**src/rtl/upstream_link_sched.sv**
```systemverilog
// Two-requester round-robin scheduler that serialises 64-bit words into 4 link beats under token credits.
// Optional per-requester grant counters are enabled with UPSTREAM_LINK_SCHED_STATS_EN.
module upstream_link_sched #(
  parameter int CREDITS = 32
) (
  input  logic        clk,
  input  logic        rst,
  input  logic        req0_valid,
  input  logic [63:0] req0_data,
  output logic        req0_ready,
  input  logic        req1_valid,
  input  logic [63:0] req1_data,
  output logic        req1_ready,
  input  logic        io_token,
  output logic        io_valid_out,
  output logic [7:0]  io_data_out_ch0,
  output logic [7:0]  io_data_out_ch1,
  output logic [6:0]  sent_cnt,
  output logic [6:0]  finish_cnt,
  output logic        token_err
`ifdef UPSTREAM_LINK_SCHED_STATS_EN
  ,
  output logic [15:0] grant_cnt0,
  output logic [15:0] grant_cnt1
`endif
);

  typedef enum logic {IDLE, SEND} state_t;

  state_t      state;
  logic [1:0]  beat;
  logic [63:0] word;
  logic        prio1;
  logic [6:0]  outstanding;
  logic        credit_ok;
  logic        slot_free;
  logic        accept;
  logic [63:0] acc_data;
  logic [1:0]  next_beat;
  logic [63:0] next_word;

  assign outstanding = sent_cnt - finish_cnt;
  assign credit_ok   = {1'b0, outstanding} < 8'(CREDITS);
  assign slot_free   = (state == IDLE) || (beat == 2'd3);
  assign accept      = req0_ready | req1_ready;
  assign acc_data    = req0_ready ? req0_data : req1_data;
  assign next_beat   = beat + 2'd1;
  assign next_word   = word >> {next_beat, 4'b0000};

  // prio1 set means req1 wins a tie; a lone valid always wins.
  always_comb begin
    req0_ready = 1'b0;
    req1_ready = 1'b0;
    if (!rst && credit_ok && slot_free) begin
      if (req0_valid && (!req1_valid || !prio1)) begin
        req0_ready = 1'b1;
      end else if (req1_valid) begin
        req1_ready = 1'b1;
      end
    end
  end

  always_ff @(posedge clk) begin
    if (rst) begin
      state           <= IDLE;
      beat            <= 2'd0;
      word            <= 64'd0;
      prio1           <= 1'b0;
      sent_cnt        <= 7'd0;
      finish_cnt      <= 7'd0;
      token_err       <= 1'b0;
      io_valid_out    <= 1'b0;
      io_data_out_ch0 <= 8'd0;
      io_data_out_ch1 <= 8'd0;
    end else begin
      if (accept) begin
        state           <= SEND;
        beat            <= 2'd0;
        word            <= acc_data;
        io_valid_out    <= 1'b1;
        io_data_out_ch0 <= acc_data[7:0];
        io_data_out_ch1 <= acc_data[15:8];
        sent_cnt        <= sent_cnt + 7'd1;
        prio1           <= req0_ready;
      end else if (state == SEND && beat != 2'd3) begin
        beat            <= next_beat;
        io_data_out_ch0 <= next_word[7:0];
        io_data_out_ch1 <= next_word[15:8];
      end else begin
        state           <= IDLE;
        beat            <= 2'd0;
        io_valid_out    <= 1'b0;
        io_data_out_ch0 <= 8'd0;
        io_data_out_ch1 <= 8'd0;
      end

      // Tokens that would drive the outstanding count negative are dropped.
      if (io_token) begin
        if (outstanding >= 7'd8) begin
          finish_cnt <= finish_cnt + 7'd8;
        end else begin
          token_err <= 1'b1;
        end
      end
    end
  end

`ifdef UPSTREAM_LINK_SCHED_STATS_EN
  always_ff @(posedge clk) begin
    if (rst) begin
      grant_cnt0 <= 16'd0;
      grant_cnt1 <= 16'd0;
    end else begin
      if (req0_ready && grant_cnt0 != 16'hFFFF) grant_cnt0 <= grant_cnt0 + 16'd1;
      if (req1_ready && grant_cnt1 != 16'hFFFF) grant_cnt1 <= grant_cnt1 + 16'd1;
    end
  end
`endif

endmodule
```
**config.mk**
```make
export PLATFORM = sky130hd
export DESIGN_NAME = upstream_link_sched
export DESIGN_NICKNAME = d
export VERILOG_FILES = /design/src/rtl/upstream_link_sched.sv
export SDC_FILE = /design/constraint.sdc
export NUM_CORES = 1
export LEC_CHECK = 0
export ABC_AREA = 1
export BUFFER_PORTS_ARGS = -buffer_cell sky130_fd_sc_hd__buf_2
export CAP_MARGIN = 10
export CORE_MARGIN = 1.5
export CORE_UTILIZATION = 56
export CTS_CLUSTER_DIAMETER = 50
export DETAILED_ROUTE_END_ITERATION = 10
export GPL_ROUTABILITY_DRIVEN = 0
export GPL_TIMING_DRIVEN = 1
export PLACE_DENSITY = 0.86
export SLEW_MARGIN = 25
export SYNTH_ARGS = -nofsm -noshare
export SYNTH_HDL_FRONTEND = slang
export SYNTH_SLANG_ARGS = --single-unit
export TNS_END_PERCENT = 20
```
**constraint.sdc**
```tcl
create_clock -name clk -period 3.1 [get_ports clk]
set_input_delay 0.155 -clock clk [delete_from_list [all_inputs] [get_ports clk]]
set_output_delay 0.155 -clock clk [all_outputs]
set_load 0.005 [all_outputs]
```
==> flow_metrics.env <==
export IMPL_drtIter0Drc=281
export IMPL_drtAntennaViolNets=0
export IMPL_hold_path_startpoint="req1_data[3]"
export IMPL_clockBufferDepth=2
export IMPL_postCtsSetupBuffers=0
export IMPL_core_area_um2=9240
export IMPL_worstSetupEndpointType="output port"
export IMPL_dp_hpwl_um=9343
export IMPL_antenna_found_initial=1
export IMPL_hold_violations=0
export IMPL_rows=35
export IMPL_synth_top_flop_cell="dfxtp_1"
export IMPL_arrival_ps=2530
export IMPL_slew_viol_final=0
export IMPL_seq_area_frac_synth_pct=35.95
export IMPL_hold_depth=5
export IMPL_drc=0
export IMPL_finClkSkew_ps=18.26
export IMPL_firstDrtPassIters=5
export IMPL_ff2ff_path_depth=13
export IMPL_layout_common_cells="nand2_1 (305), buf_2 (163), nor2_1 (137)"
export IMPL_cts_reportedPaths_clkPinSlew_ps=110
export IMPL_cts_sinks=96
export IMPL_finalPower_uw=4650
export IMPL_relSlewSlack_pct=59.44
export IMPL_nets=1136
export IMPL_reg2reg_from="sent_cnt[3]"
export IMPL_setup_tns_ps=0
export IMPL_overflow=0
export IMPL_drive_above_1_share_pct=19.70
export IMPL_first_global_vias=4840
export IMPL_grt_usage_pct=26.52
export IMPL_min_to="io_data_out_ch0[3]"
export IMPL_synth_edf_count=0
export IMPL_die_x_um=100.7
export IMPL_cts_root_buffer="clkbuf_8"
export IMPL_maxCapViolCount=0
export IMPL_yosys_warnings=0
export IMPL_hold_buffers=0
export IMPL_ios=167
export IMPL_htree_num_levels=3
export IMPL_fin_crit_sh_pct=86.50
export IMPL_hold_path_class="in2reg"
export IMPL_status="completed"
export IMPL_netlist_instances=871
export IMPL_syn_area_um2=5346
export IMPL_crit_type="reg2out"
export IMPL_finalSetupViolations=0
export IMPL_cp_required_ps=2940
export IMPL_vias_per_cell=4.932
export IMPL_tightestPinTransition_ps=607.5
export IMPL_startpoint_type="flop"
export IMPL_leakage_uw=0.003574
export IMPL_grt_setup_unrepaired="false"
export IMPL_cts_resized=0
export IMPL_initial_core_util_pct=57.86
export IMPL_async_reset_ff_share_pct=0
export IMPL_die_h_um=100.7
export IMPL_worstPathMaxFanout=81
export IMPL_fmax_ghz=0.3729
export IMPL_grt_pass1_wl_um=21580
export IMPL_cts_tree="done"
export IMPL_final_common_cell="nand2_1"
export IMPL_ys_ff_latch=96
export IMPL_die_area_um2=10140
export IMPL_clk_latency_ps=360
export IMPL_synthDistinctLibCells=27
export IMPL_grt_max_degree=105
export IMPL_power_density_nw_per_um2=734.4
export IMPL_port_buffers=163
export IMPL_routed_wirelength_um=13170
export IMPL_irDropWorstVdd_v=0.0004402
export IMPL_rrSetupSlack_ps=580
export IMPL_wl_per_cell_um=11.66
export IMPL_fin_crit_ps=2682
export IMPL_avgSynthCellArea_um2=6.138
export IMPL_reg2reg_to="word[47]"
export IMPL_cts_made_buffers=9
export IMPL_vias=5573
export IMPL_area_delta_synth_final_pct=18.42
[cell usage after synthesis (2+ instances only)]
cell type / count / area, um2
a21oi_1: 43 / 215.2
buf_2: 17 / 85.08
buf_4: 5 / 37.54
buf_6: 7 / 78.83
clkbuf_1: 31 / 116.4
clkinv_1: 3 / 11.26
dfxtp_1: 96 / 1922
ha_1: 7 / 87.58
inv_1: 81 / 304.0
inv_2: 2 / 7.510
nand2_1: 305 / 1145
nand3_1: 29 / 145.1
nand4_1: 48 / 300.3
nor2_1: 139 / 521.8
o211ai_1: 5 / 37.54
o21ai_0: 34 / 170.2
o21ai_1: 2 / 10.01
xor2_1: 8 / 70.07
[through the flow]
stage          util [%]  hold slack, ps  worst slack [ps]  instances  cell area (um2)
2_1_floorplan         -           315.0             990.1        873             5354
3_3_place_gp      66.50           439.5             682.1       1113             6145
3_5_place_dp      66.50           444.4             607.4       1113             6145
4_1_cts           68.49           73.60             405.4       1129             6329
5_1_grt           68.52           78.64             232.4       1130             6331
6_report          68.52           72.77             418.4       1130             6331
[sequential cells by signal, indices dropped and copies added, names as in the netlist]
name / cells
finish_cnt: 4
io_data_out_ch1: 8
io_data_out_ch0: 8
state: 1
token_err: 1
prio1: 1
word: 64
sent_cnt: 7
beat: 2
[worst max-delay path, stage by stage, from the launching register on]
cell	delay, ps
dfxtp_1	340
inv_1	120
ha_1	160
inv_1	60
fa_1	380
xor2_1	320
a21oi_1	70
nand4_1	170
buf_12	320
inv_1	90
buf_2	130
[layer usage]
metal	routed length [um]	global-route usage [%]	share of wire, %
met2	6259	45.11	48
met4	309	10.29	2.3
met5	42	3.590	0.32
met1	5849	33.72	44
met3	711	3.675	5.4
[logic make-up after synthesis]
| kind of cell | Yosys count | synth area share (%) |
|---|---|---|
| flip-flops | 96 | 35.95 |
| AND/OR/NAND/NOR | 525 | 40.14 |
| buffers and inverters | 147 | 12.05 |
| AO/OA/AOI/OAI | 86 | 8.472 |
| adder cells (fa/ha/maj) | 8 | 2.013 |
| other | 1 | 0.07014 |
| XOR/XNOR | 8 | 1.311 |
[worst max-delay path by stage]
stage | start | to | slack (ps) | cells past startpoint
2_1_floorplan | sent_cnt[3] | word[52] | 990 | 13
3_3_place_gp | sent_cnt[3] | io_data_out_ch0[0] | 680 | 13
3_5_place_dp | sent_cnt[3] | word[4] | 610 | 13
4_1_cts | sent_cnt[3] | req0_ready | 410 | 10
5_1_grt | sent_cnt[3] | req0_ready | 230 | 10
6_report | sent_cnt[3] | req0_ready | 420 | 10
[layout make-up]
type	instances	area (um2)
fillers	870	2909
flip-flops and latches	96	1922
clock buffers	9	123.9
inverters	86	322.8
multi-input cells	630	2818
repair buffers	172	920.9
well taps	129	161.4
diodes	1	2.502
clock inverters	7	60.06
[power by group]
| part | internal [uW] | total (uW) | switching (uW) |
|---|---|---|---|
| Sequential | 1600 | 1750 | 145 |
| Combinational | 747 | 2120 | 1370 |
| Clock | 309 | 783 | 474 |
No activity file was read; power rests on OpenSTA's default activity.
